`src/rtl/if_fetch_unit.sv`:
```
// rtl/if_fetch_unit.sv - MIPS instruction-fetch stage with variable-latency imem
//
// Purpose: owns the PC, issues one outstanding request at a time to the
// instruction memory, and presents one instruction per cycle (with its PC+4)
// to the IF/ID register. Handles stalls, branch/jump redirects, interrupts and
// exceptions.
//
// Ports:
//   sysclk, reset            clock and synchronous active-high reset
//   PC_Write                 1 = advance, 0 = stall and hold the presented word
//   redirect/redirect_target taken branch/jump and its target (bits [1:0] ignored)
//   irq, exception           interrupt (masked in kernel mode) and ID exception
//   imem_req/imem_addr       request to instruction memory, held until ack
//   imem_ack/imem_rdata      response for the outstanding request
//   IF_Instruction           instruction to IF/ID (0 when IF_valid=0)
//   IF_PC_plus_4             address of the presented instruction + 4
//   IF_valid                 IF_Instruction is a real instruction this cycle
//   PC                       current fetch address

module if_fetch_unit #(
  parameter logic [31:0] RESET_PC   = 32'h8000_0000,
  parameter logic [31:0] IRQ_VECTOR = 32'h8000_0004,
  parameter logic [31:0] EXC_VECTOR = 32'h8000_0008
) (
  input  logic        sysclk,
  input  logic        reset,
  input  logic        PC_Write,
  input  logic        redirect,
  input  logic [31:0] redirect_target,
  input  logic        irq,
  input  logic        exception,
  output logic        imem_req,
  output logic [31:0] imem_addr,
  input  logic        imem_ack,
  input  logic [31:0] imem_rdata,
  output logic [31:0] IF_Instruction,
  output logic [31:0] IF_PC_plus_4,
  output logic        IF_valid,
  output logic [31:0] PC
);

  typedef enum logic [1:0] {
    S_FETCH   = 2'd0,
    S_HOLD    = 2'd1,
    S_DISCARD = 2'd2
  } state_t;

  state_t      state_q, state_d;
  logic [31:0] pc_q, pc_d;
  logic [31:0] hold_q, hold_d;
  logic [31:0] pend_q, pend_d;
  logic [31:0] pc_plus_4;

  logic        irq_take;
  logic        event_hit;
  logic [31:0] event_target;

  assign pc_plus_4 = pc_q + 32'd4;
  assign PC        = pc_q;

  // Interrupts are masked while executing kernel code (PC[31]=1); exception
  // and redirect are never masked. Priority: exception > irq > redirect.
  assign irq_take  = irq && !pc_q[31];
  assign event_hit = exception || irq_take || redirect;

  always_comb begin
    event_target = redirect_target & ~32'd3;
    if (exception) begin
      event_target = EXC_VECTOR;
    end else if (irq_take) begin
      event_target = IRQ_VECTOR;
    end
  end

  always_ff @(posedge sysclk) begin
    if (reset) begin
      state_q <= S_FETCH;
      pc_q    <= RESET_PC;
      hold_q  <= 32'd0;
      pend_q  <= 32'd0;
    end else begin
      state_q <= state_d;
      pc_q    <= pc_d;
      hold_q  <= hold_d;
      pend_q  <= pend_d;
    end
  end

  always_comb begin
    state_d        = state_q;
    pc_d           = pc_q;
    hold_d         = hold_q;
    pend_d         = pend_q;
    imem_req       = 1'b0;
    imem_addr      = pc_q;
    IF_valid       = 1'b0;
    IF_Instruction = 32'd0;
    IF_PC_plus_4   = pc_plus_4;

    if (reset) begin
      // Memory shares this reset; any in-flight request is abandoned.
      IF_PC_plus_4 = 32'd0;
    end else begin
      case (state_q)
        S_FETCH: begin
          imem_req = 1'b1;
          if (imem_ack) begin
            if (event_hit) begin
              // Fetched word belongs to the wrong path: drop it.
              pc_d = event_target;
            end else begin
              IF_valid       = 1'b1;
              IF_Instruction = imem_rdata;
              if (PC_Write) begin
                pc_d = pc_plus_4;
              end else begin
                hold_d  = imem_rdata;
                state_d = S_HOLD;
              end
            end
          end else if (event_hit) begin
            // Request cannot be withdrawn; wait for its ack and discard it.
            pend_d  = event_target;
            state_d = S_DISCARD;
          end
        end

        S_HOLD: begin
          if (event_hit) begin
            pc_d    = event_target;
            state_d = S_FETCH;
          end else begin
            IF_valid       = 1'b1;
            IF_Instruction = hold_q;
            if (PC_Write) begin
              pc_d    = pc_plus_4;
              state_d = S_FETCH;
            end
          end
        end

        S_DISCARD: begin
          imem_req = 1'b1;
          if (event_hit) begin
            pend_d = event_target;
          end
          if (imem_ack) begin
            // A same-cycle event supersedes the latched target.
            pc_d    = event_hit ? event_target : pend_q;
            state_d = S_FETCH;
          end
        end

        default: begin
          state_d = S_FETCH;
        end
      endcase
    end
  end

endmodule

```
`config.mk`:
```
export PLATFORM = sky130hd
export DESIGN_NAME = if_fetch_unit
export DESIGN_NICKNAME = d
export VERILOG_FILES = /design/src/rtl/if_fetch_unit.sv
export SDC_FILE = /design/constraint.sdc
export NUM_CORES = 1
export LEC_CHECK = 0
export ABC_CLOCK_PERIOD_IN_PS = 5100
export CAP_MARGIN = 20
export CORE_MARGIN = 5
export CORE_UTILIZATION = 49
export DETAILED_ROUTE_END_ITERATION = 6
export PLACE_DENSITY = 0.86
export REMOVE_ABC_BUFFERS = 1
export SYNTH_ARGS = -nofsm -noshare
export SYNTH_HDL_FRONTEND = slang
export SYNTH_SLANG_ARGS = --single-unit
export TNS_END_PERCENT = 5
```
`constraint.sdc`:
```
create_clock -name sysclk -period 5.1 [get_ports sysclk]
set_input_delay 1.02 -clock sysclk [delete_from_list [all_inputs] [get_ports sysclk]]
set_output_delay 1.02 -clock sysclk [all_outputs]
set_load 0.05 [all_outputs]
```
==> run metrics, run 1 <==
status=finished clean; synthesized-area fraction occupied by and/or/nand/nor cells=approximately 26%; Max FO, Critical Path=11; die height=117 um; area leader, netlist=dfxtp_1; CP arrival=3.51 ns; Yosys reg bits=slightly below 100; Bufs on Longest Clock Path=2; reg2reg start=PC[31]; Root Driver=clkbuf_16; Final Hold Fails=0; total wire length=19100 um; routed vias/inst=6.22; Yosys Warn Count=0; EDFF count, synth=0; XOR/XNOR Fraction of Synth Area=4.02%; Clock Latency Late Sink=0.34 ns; CP startpoint kind=flop; Leak=0.00276 uW; Worst VDD drop=0.137 mV; synthesized area=5660 um^2; Final TNS setup=0 ns; post-synthesis compound-gate area fraction=around a quarter; layout cell share with drive strength beyond 1=9.06%; synthesized instance count=740; CTS tree=done; net count reported at finish=939; Initial Utilization=49.8%; H-tree Lvls=3; Die ar.=13800 um^2; I/O pin count=between 200 and 250; postcts setup bufs=0; P per Cell Area=242 nW/um^2; diode count=0; Clock Pin Slew Worst Setup and Hold Paths=0.07 ns; ys async rst share=0%; Worst-Margin Slew=1.09 ns; relative slew slack=26.9%; die width=117 um; Final setup viols=0; multiplexer share of the synthesized area=0%; adder-cell share of the synthesized area=0.221%; crit share post-route=roughly 89%; Site Rows=39; critical path capture point=IF_PC_plus_4[19]; Cell variety after synth=64; largest family of logic cells by synthesized area=simple AND/OR/NAND/NOR gates; max-cap violation count=0; r2r worst-path depth=7; commonest non-fill, non-tap cells in the layout=164 x clkdlybuf4s50_1, 107 x nor2_1, 98 x dfxtp_1; Core Util, Final=about 70%; Layout Area Growth over Synthesis=43.3%; global-route wire length before repair=30900 um; clock period minus worst slack=4.53 ns; # port buffers=198; Final Non-Filler Cells=1015; crit path kind=reg2out; DP HPWL=13100 um; setup ws final=0.573 ns; fmax=221 MHz; Setup WS pre-CTS=0.988 ns; GPL Wtd Cong=approximately 0.9; routed length per instance=18.8 um; GRT Total Usage=26.3%; post-synthesis sequential area ratio=around a third; DR pass1 iterations=7; CP required=4.08 ns; clk_skew=0.00482 ns; HP Class=reg2reg; largest net degree at the start of global routing=120; Core ar.=11400 um^2; area share of the largest cell type after synthesis=about a third; Num CTS Buffers=9; CP Capture Type=output port; RSZ-0062 raised after global routing=false; Post-CTS Hold Buffers=0; commonest non-fill, non-tap cell in the layout=clkdlybuf4s50_1; Worst R2R Setup Slack=2.45 ns; Post-DRT Antenna Nets=0; antenna violations before repair=0; total number of vias=approximately 6300; vias in the first global route=6183; CTS-repair resized insts=0; Avg Cell Area, Syn=7.65 um^2; # clock sinks=98; Final Slew Violations=0; DRC=0; Synth Flop Type=dfxtp_1; Setup crit start=PC[9]; synth top area cells=dfxtp_1 35%, a22oi_1 9.3%, nor2_1 7.1%; placed insts=997; 1st-iter DRT viols=roughly 850; total grt overflow=0; r2r endpoint=pend_q[25]
-- metal layers --
layer | global-route usage, % | routed length [um]
met5 | 0 | 0
met4 | 8.39 | 420
met3 | 6.73 | 1980
met2 | 42.5 | 9050
met1 | 34.3 | 7610
-- kinds of logic (layout without fill, tap and decap cells) --
group                    Yosys count  count (layout)
AND/OR/NAND/NOR                  296             296
adder cells (fa/ha/maj)            1               1
flip-flops                        98              98
buffers and inverters            106             238
AO/OA/AOI/OAI                    213             213
XOR/XNOR                          26              26
-- area by class of cell --
class | count | area (um^2)
well taps | 143 | 179
clock buffers | 10 | 229
multi-input cells | 536 | 3150
repair buffers | 212 | 2460
inverters | 10 | 37.5
clock inverters | 6 | 90.1
flip-flops and latches | 98 | 1960
fillers | 876 | 3260
-- per-stage QoR --
stage | cell area (um^2) | hold slack (ns) | total power, uW
after floorplan | 5140 | 0.431 | 1050
after global placement | 7720 | 0.442 | 1230
after detailed placement | 7740 | 0.449 | 1240
after CTS | 8060 | 0.458 | 1970
after global routing | 8110 | 0.478 | 2040
final | 8110 | 0.454 | 1960
-- power by group --
| group | switching, uW | total (uW) | internal [uW] |
|---|---|---|---|
| clock network | 290 | 722 | 432 |
| logic | 256 | 417 | 162 |
| registers | 32.3 | 821 | 789 |
-- cell usage after synthesis, drive strengths merged (13+ instances only) --
library cell  number
nand2             80
dfxtp             98
nand4             13
a21oi             61
a22oi             70
o21ai             30
nand3             20
xnor2             17
buf               54
nor2             109
nor4              13
clkbuf            42
-- worst min path at each step --
stage	from	to	slack, ns	depth (start not counted)
6_report	hold_q[0]	hold_q[0]	0.45	2
5_1_grt	hold_q[2]	hold_q[2]	0.48	2
4_1_cts	hold_q[0]	hold_q[0]	0.46	2
3_5_place_dp	hold_q[2]	hold_q[2]	0.45	2
3_3_place_gp	hold_q[23]	hold_q[23]	0.44	2
2_1_floorplan	hold_q[0]	hold_q[0]	0.43	2
-- critical path, stage by stage, from the launching register on --
cell and delay (ns):
dfxtp_1 0.59, nand4_2 0.26, nor4_1 0.98, nand2_1 0.20, xor2_1 0.21, nor2_1 0.11, clkdlybuf4s50_1 0.81
-- state kept, by name, indices dropped and copies added, names as in the netlist --
register,flops
pend_q,32
hold_q,32
PC,32
state_q,2
(Power assumes the default switching activity.)
==> run 2: changes to the inputs <==
- CORE_UTILIZATION: 49 -> 36
- PLACE_DENSITY: 0.86 -> 0.7
==> run 2 against run 1 <==
Cell count is 6.9% higher. Critical path type unchanged. Sequential power hardly changed. Non-clock buffer count is 2 higher. Critical endpoint is now IF_PC_plus_4[22]. Hold slack hardly changed. Global-route usage is 5.5 points lower. Highest routed layer unchanged. Largest cell class unchanged. Sequential share of layout area is 0.052 points lower. Wire length is 2.2% higher. Register-to-register slack better by 0.06 ns. First-iteration DRC count is 51% lower. Design area is 0.22% higher. Utilization is 18 points lower.
==> run metrics, run 2 (synthesis results as in run 1) <==
status=finished clean; global-route wire length before repair=slightly above 30000 um; clock share of power=35.1%; total grt overflow=0; postcts setup bufs=0; Comb pwr share=21.6%; Worst-Margin Slew=a little over 1 ns; CTS tree=done; Final setup viols=0; fmax=224 MHz; Site Rows=45; routed length per instance=approximately 18 um; H-tree Lvls=3; grt met3 use=4.46%; Setup crit start=PC[2]; CTS-repair resized insts=0; Num CTS Buffers=9; CP arrival=~3.4 ns; Final Instance Area=8130 um^2; DP HPWL=13300 um; GR peak layer=met2; Bufs on Longest Clock Path=2; Post-CTS Hold Buffers=0; Root Driver=clkbuf_16; # clock sinks=98; Post-DP Area=7840 um^2; Switch Pwr=580 uW; max-cap violation count=0; I/O pin count=201; DR pass1 iterations=5; Max FO, Critical Path=11; Reg power frac=43.3%; total wire length=between 15000 and 20000 um; Initial Utilization=~37%; crit path kind=reg2out; CP Capture Type=output port; Clock Latency Late Sink=about 0.35 ns; # port buffers=198; Leak=roughly 0.0027 uW; CP required=4.08 ns; Fillers=1461; Core ar.=15300 um^2; min-delay src=hold_q[5]; Final Non-Filler Cells=1085; Final Slew Violations=0; Post-DRT Antenna Nets=0; Layout Area Growth over Synthesis=43.6%; routed vias/inst=5.56; largest net degree at the start of global routing=50; CP startpoint kind=flop; crit share post-route=between 80% and 90%; Clock Pin Slew Worst Setup and Hold Paths=0.06 ns; GRT Total Usage=20.8%; P per Cell Area=233 nW/um^2; commonest non-fill, non-tap cell in the layout=clkdlybuf4s50_1; Die ar.=18300 um^2; Switching Share=30.6%; Worst VDD drop=0.165 mV; total number of vias=6028; placed insts=1069; diode count=0; die width=~140 um; RSZ-0062 raised after global routing=false; GPL Wtd Cong=0.845; antenna violations before repair=0; DRC=0; Internal Power=~1300 uW; die height=135 um; relative slew slack=a little under a third; clk_skew=0.00901 ns; HP Class=reg2reg; 1st-iter DRT viols=415; net count reported at finish=941; Final TNS setup=0 ns; vias in the first global route=5809; commonest non-fill, non-tap cells in the layout=164 x clkdlybuf4s50_1, 107 x nor2_1, 98 x dfxtp_1; layout cell share with drive strength beyond 1=9.15%; GR Util met1=28.5%; reg2reg start=PC[31]; global-route met2 utilization=32.7%; Final Hold Fails=0; clock period minus worst slack=roughly 4.5 ns
-- run 2: changes by cell type in the layout (fill, tap and decap cells not counted) --
cell        before  now
bufinv_16        2    0
clkinvlp_4       1    0
clkinv_2         1    2
buf_8            1    0
buf_4           12   17
clkbuf_1         1    2
clkinv_4         1    0
inv_6            1    0
buf_16           2    0
clkbuf_8         0    3
-- run 2: stage by stage --
step / total power, uW / utilization [%] / setup slack (ns) / hold slack, ns
floorplan: 1050 / - / 1.01 / 0.431
global placement: 1240 / 51.2 / 0.962 / 0.443
detailed placement: 1250 / 51.2 / 0.969 / 0.447
CTS: 1910 / 53.1 / 0.671 / 0.457
global route: 1980 / 53.1 / 0.445 / 0.473
finish: 1900 / 53.1 / 0.642 / 0.455
-- run 2: per-layer routing --
metal  wire length (um)  share of wire, %
met4                334               1.7
met1               8990                46
met3               1510               7.7
met2               8640                44
met5                  0                 0
-- run 2: path summary, 6_finish.rpt --
path	cells after the start	slack, ns	end
hold reg to reg	2	0.45	hold_q[5]
setup / recovery	6	0.64	IF_PC_plus_4[22]
hold / removal	2	0.45	hold_q[5]
setup reg to reg	7	2.51	pend_q[20]
-- run 2: layout make-up --
type                    count  area [um^2]  share of cell area (%)
clock buffers              14          274                    3.37
repair buffers            214         2430                    29.9
well taps                 211          264                    3.25
inverters                  10         37.5                   0.462
multi-input cells         536         3150                    38.8
flip-flops and latches     98         1960                    24.1
clock inverters             2         10.0                   0.123
-- run 2: power groups by stage --
stage | registers [uW] | clock network [uW] | logic [uW]
2_1_floorplan | 898 | 0 | 148
3_3_place_gp | 837 | 0 | 407
3_5_place_dp | 837 | 0 | 409
4_1_cts | 820 | 683 | 411
5_1_grt | 825 | 718 | 436
6_report | 821 | 666 | 409
-- run 2: critical path, cell delays in order (launching register included) --
cell             delay (ns)
dfxtp_1                0.52
ha_1                   0.27
and3_1                 0.29
nand4_1                0.45
or3_1                  0.50
a21oi_1                0.20
clkdlybuf4s50_1        0.85
==> run 3: changes to the inputs <==
- CAP_MARGIN: 20 -> unset
- CORE_ASPECT_RATIO: unset -> 0.6
- CORE_MARGIN: 5 -> 2
==> run 3 against run 2 <==
Critical path depth increased by 1. Clock power increased by 2%. Clock-buffer cell count decreased by 2. Sequential power about the same. Die area decreased by 8.5%. Non-clock buffer count decreased by 1. Hold slack improved by 0.0024 ns. Combinational power about the same. Power increased by 0.69%. Worst setup slack improved by 0.10 ns.
==> run metrics, run 3 (synthesis results as in run 1) <==
status=finished clean; # clock sinks=98; Final Hold Fails=0; crit share post-route=85.4%; total grt overflow=0; CTS-repair resized insts=0; max-cap violation count=0; Num CTS Buffers=9; WP buf/inv=1; DRC=0; postcts setup bufs=0; Core ar.=15400 um^2; layout cell share with drive strength beyond 1=8.93%; Worst VDD drop=0.130 mV; total wire length=18900 um; Final setup viols=0; Root Driver=clkbuf_16; Layout Area Growth over Synthesis=43.6%; Site Rows=35; Max FO, Critical Path=9; Setup crit start=PC[2]; CTS tree=done; Initial Utilization=36.8%; total number of vias=around 6000; Post-DRT Antenna Nets=0; WHS Path Cells=2; largest net degree at the start of global routing=120; Post-CTS Hold Buffers=0; # port buffers=between 150 and 200; CP max stage delay=a little over 0.8 ns; P per Cell Area=about 230 nW/um^2; routed vias/inst=5.55; Clock Pin Slew Worst Setup and Hold Paths=0.06 ns; diode count=0; Min Hold Slack=between 0.4 and 0.5 ns; Worst R2R Setup Slack=2.54 ns; Final TNS setup=0 ns; GPL Wtd Cong=0.811; global-route wire length before repair=30200 um; Final Slew Violations=0; fmax=230 MHz; min-delay src=hold_q[2]; slowest cell on the critical path=clkdlybuf4s50_1; Die ar.=16800 um^2; H-tree Lvls=3; Bufs on Longest Clock Path=2; clk_skew=0.00934 ns; routed length per instance=~18 um; Top delay family on crit path=simple AND/OR/NAND/NOR gates; worst-path cell chain=ha_1 > nand3_1 > nor4_4 > nand4_2 > xor2_1 > nor2_1 > clkdlybuf4s50_1; CP Capture Type=output port; GRT Total Usage=22.2%; RSZ-0062 raised after global routing=false; CP startpoint kind=flop; antenna violations before repair=0; net count reported at finish=940; CP arrival=3.33 ns; CP required=4.08 ns; DP HPWL=13000 um; HP Class=reg2reg; die height=101 um; commonest non-fill, non-tap cell in the layout=clkdlybuf4s50_1; r2r endpoint=PC[30]; 1st-iter DRT viols=510; Clock Latency Late Sink=roughly 0.34 ns; Leak=0.00272 uW; reg2reg start=PC[2]; commonest non-fill, non-tap cells in the layout=164 x clkdlybuf4s50_1, 107 x nor2_1, 98 x dfxtp_1; relative slew slack=29.6%; Worst-Margin Slew=1.06 ns; die width=166 um; r2r worst-path depth=6; Core Util, Final=52.9%; crit path kind=reg2out; Worst Hold Endpoint=hold_q[2]; I/O pin count=201; DR pass1 iterations=5; Crit. path cell count=7; clock period minus worst slack=4.35 ns; vias in the first global route=between 5000 and 6000
-- run 3: cell types whose count changed in the layout (fill, tap and decap cells not counted), sizes merged --
cell / delta
clkinv: -2
clkbuf: -2
clkinvlp: +3
buf: -1
bufinv: +1
-- run 3: layout make-up --
| class | count | area (um^2) |
|---|---|---|
| clock buffers | 12 | 236 |
| flip-flops and latches | 98 | 1960 |
| well taps | 203 | 254 |
| fillers | 1500 | 7240 |
| repair buffers | 213 | 2430 |
| multi-input cells | 536 | 3150 |
| clock inverters | 4 | 52.6 |
| inverters | 10 | 37.5 |
-- run 3: metrics by stage --
stage          instance area (um^2)  total power [uW]  worst slack, ns  std cells
6_report                       8130              1910            0.745       1076
5_1_grt                        8130              1990            0.583       1076
4_1_cts                        8130              1930            0.755       1076
3_5_place_dp                   7840              1250            0.932       1060
3_3_place_gp                   7840              1240            0.990       1060
2_1_floorplan                  5140              1050             1.01        644
-- run 3: metal layers --
metal / GRT usage (%) / share of wire [%]
met5: 0 / 0
met4: 3.21 / 0.47
met3: 5.18 / 6.6
met2: 32.0 / 42
met1: 34.1 / 51
-- run 3: tightest hold or removal path: stages (launching register included) --
cell and delay, ns:
dfxtp_1 0.31, nand2_1 0.05, a21oi_1 0.05
-- run 3: worst max path at each step --
stage	endpoint	slack, ns
floorplan	IF_Instruction[0]	1.01
detailed placement	IF_Instruction[29]	0.93
finish	IF_PC_plus_4[30]	0.75
global placement	IF_Instruction[15]	0.99
CTS	IF_PC_plus_4[30]	0.75
global route	IF_PC_plus_4[16]	0.58
-- run 3: where the power goes --
part           internal (uW)  total [uW]  switching (uW)  leakage (uW)
sequential               789         821            32.2      0.000795
clock                    381         678             297      0.000129
combinational            158         410             253       0.00180
total                   1330        1910             581       0.00272
==> edit, RTL diff (config.mk and constraints of run 3) <==
`hold_q` no longer has a reset.
--- a/src/rtl/if_fetch_unit.sv
+++ b/src/rtl/if_fetch_unit.sv
@@ -78,3 +78,2 @@
       pc_q    <= RESET_PC;
-      hold_q  <= 32'd0;
       pend_q  <= 32'd0;
@@ -83,5 +82,8 @@
       pc_q    <= pc_d;
-      hold_q  <= hold_d;
       pend_q  <= pend_d;
     end
+  end
+
+  always_ff @(posedge sysclk) begin
+    hold_q <= hold_d;
   end
Formal check against the unedited RTL: no difference found for any inputs over 4 cycles, from zero or initial values and one cycle with reset high; that may be too few to reach the edited logic, so the function may still have changed.
==> edit against run 3 <==
Clock skew rose by 0.0019 ns; clock power rose by 3.4%; fmax fell by 9.2%; worst setup slack got worse by 0.44 ns; global-route usage rose by 0.94 points; sequential cell count did not move; cell area fell by 3.4%; wire length fell by 1.9%; total power rose by 1.5%; area after synthesis fell by 4.4%; synthesized cell count fell by 15%; critical path depth rose by 1; largest cell class unchanged; largest power group unchanged.
==> edit: results (changes against run 3) <==
status - finished, final reports clean
Largest stage delay, worst path - 0.81 ns (-0.02 ns)
count of TritonRoute iterations in the first routing pass - 5 (unchanged)
Post-Synthesis Mean Instance Area - 8.601 sq um (+12%)
hold violation count in the final report - 0 (unchanged)
initial antenna violation count - 0 (unchanged)
static leakage - 2.619 nW (-3.8%)
EDFF count, synth - 32 (+32)
clock edge transition at the registers on the reported setup and hold paths - 0.07 ns
CTS H-tree depth - 3 (unchanged)
diodes inserted - 0 (unchanged)
CTS root buf - clkbuf_16
async set-or-reset flop fraction in the synthesized netlist - 0 (unchanged)
vias in the first global route - 5480 (-1.0%)
top cells by instance count after synthesis - nor2_1 (124), dfxtp_1 (66), a22oi_1 (64)
fraction of the mapped netlist area in compound gates - 0.2197 (-0.03300)
arrival time of data at the critical path endpoint - 3.78 ns (+0.45 ns)
number of clock buffers inserted by TritonCTS - 9 (unchanged)
library cells used by synthesis - 56 (-13%)
fraction of layout instances using a drive strength above 1 - 0.08237 (-0.006979)
maximum fanout encountered on the critical timing path - 33 (+24)
global-route wire length before repair - 29650 um (-1.8%)
Hold Path Class - reg2reg
area share of fa/ha/maj cells after synthesis - 0.002313 (+0.0001018)
maximum number of pins on one net before global-route repair - 93 (-23%)
Synth warnings - 0 (unchanged)
GRT Overall Usage - 0.2319 (+0.009434)
Worst-Skew Late Latency - 0.35 ns
dpl cells - 959 (-9.5%)
maximum ir drop on the vdd rail - 0.1308 mV (+0.55%)
total of fill cells in the finished design - 1296 (-14%)
xor/xnor cell area share of the yosys netlist - 0.04533 (+0.005090)
clk_skew - 0.01125 ns (+0.001911 ns)
vias per std cell - 5.662 (+2.0%)
number of DRC markers after the initial detailed-route iteration - 555 (+8.8%)
Tightest Pin Transition - 1.010 ns (-0.04487 ns)
number of nets in the layout - 844 (-10%)
fraction of synthesized area in multiplexers - 0.007401 (+0.007401)
dpl hpwl - 13140 um (+1.2%)
placer congestion estimate - 0.8302 (+2.4%)
non-filler cells in the finished layout - 975 (-9.4%)
sequential share of the synthesized area - 0.4218 (+0.07516)
post-DR wirelength/cell - 18.97 um (+8.2%)
post-CTS setup repair buffer count - 0 (unchanged)
cell types with the largest area share after synthesis - dfxtp_1 (24%), edfxtp_1 (18%), a22oi_1 (8.9%), nor2_1 (8.6%), buf_4 (4.4%)
[edit: power by group]
| group | internal (mW) | total (mW) | switching [mW] |
|---|---|---|---|
| combinational | 0.147 | 0.383 | 0.236 |
| sequential | 0.826 | 0.854 | 0.0281 |
| clock | 0.411 | 0.701 | 0.290 |
| total | 1.38 | 1.94 | 0.554 |
[edit: metal layers]
layer / routed length, um / global-route usage / part of all wire / up-vias
met4: 236 / 0.07148 / 0.013 / 0
met1: 8492 / 0.3259 / 0.46 / 2673
met2: 8051 / 0.3434 / 0.44 / 253
met5: 0 / 0 / 0 / -
li1: - / - / - / 2572
met3: 1710 / 0.06818 / 0.092 / 22
[edit: area by class of cell]
type | instances | share of cell area
timing repair buffer | 210 | 0.2900
multi-input combinational | 438 | 0.3423
clock buffer | 14 | 0.03378
sequential | 98 | 0.2907
tap | 198 | 0.03155
inverter | 15 | 0.007171
clock inverter | 2 | 0.004462
[edit: worst paths after layout]
kind                                 start            endpoint  slack (ns)  cells after the start
worst max-delay path             exception  IF_Instruction[12]        0.30                      8
worst min-delay path            pend_q[31]          pend_q[31]        0.49                      2
worst max register to register       PC[2]              PC[16]        2.48                      6
worst min register to register  pend_q[31]          pend_q[31]        0.49                      2
[edit: per-stage QoR]
| step | setup slack (ns) | cell area, sq um |
|---|---|---|
| 6_report | 0.3030 | 7851 |
| 5_1_grt | 0.03442 | 7851 |
| 4_1_cts | 0.3243 | 7851 |
| 3_5_place_dp | 0.3366 | 7551 |
| 3_3_place_gp | 0.4453 | 7551 |
| 2_1_floorplan | -1.060 | 4995 |
[edit: cell families (layout without fill, tap and decap cells)]
kind of cell / Yosys count / count (layout)
AO/OA/AOI/OAI: 165 / 165
adder cells (fa/ha/maj): 1 / 1
buffers and inverters: 93 / 241
multiplexers: 4 / 4
XOR/XNOR: 28 / 28
flip-flops: 98 / 98
AND/OR/NAND/NOR: 240 / 240
[edit: worst max-delay path, delay by kind of cell]
family          cells  cell delay, ns
compound gates      1            0.14
simple gates        4            0.88
buf+inv             3            1.73
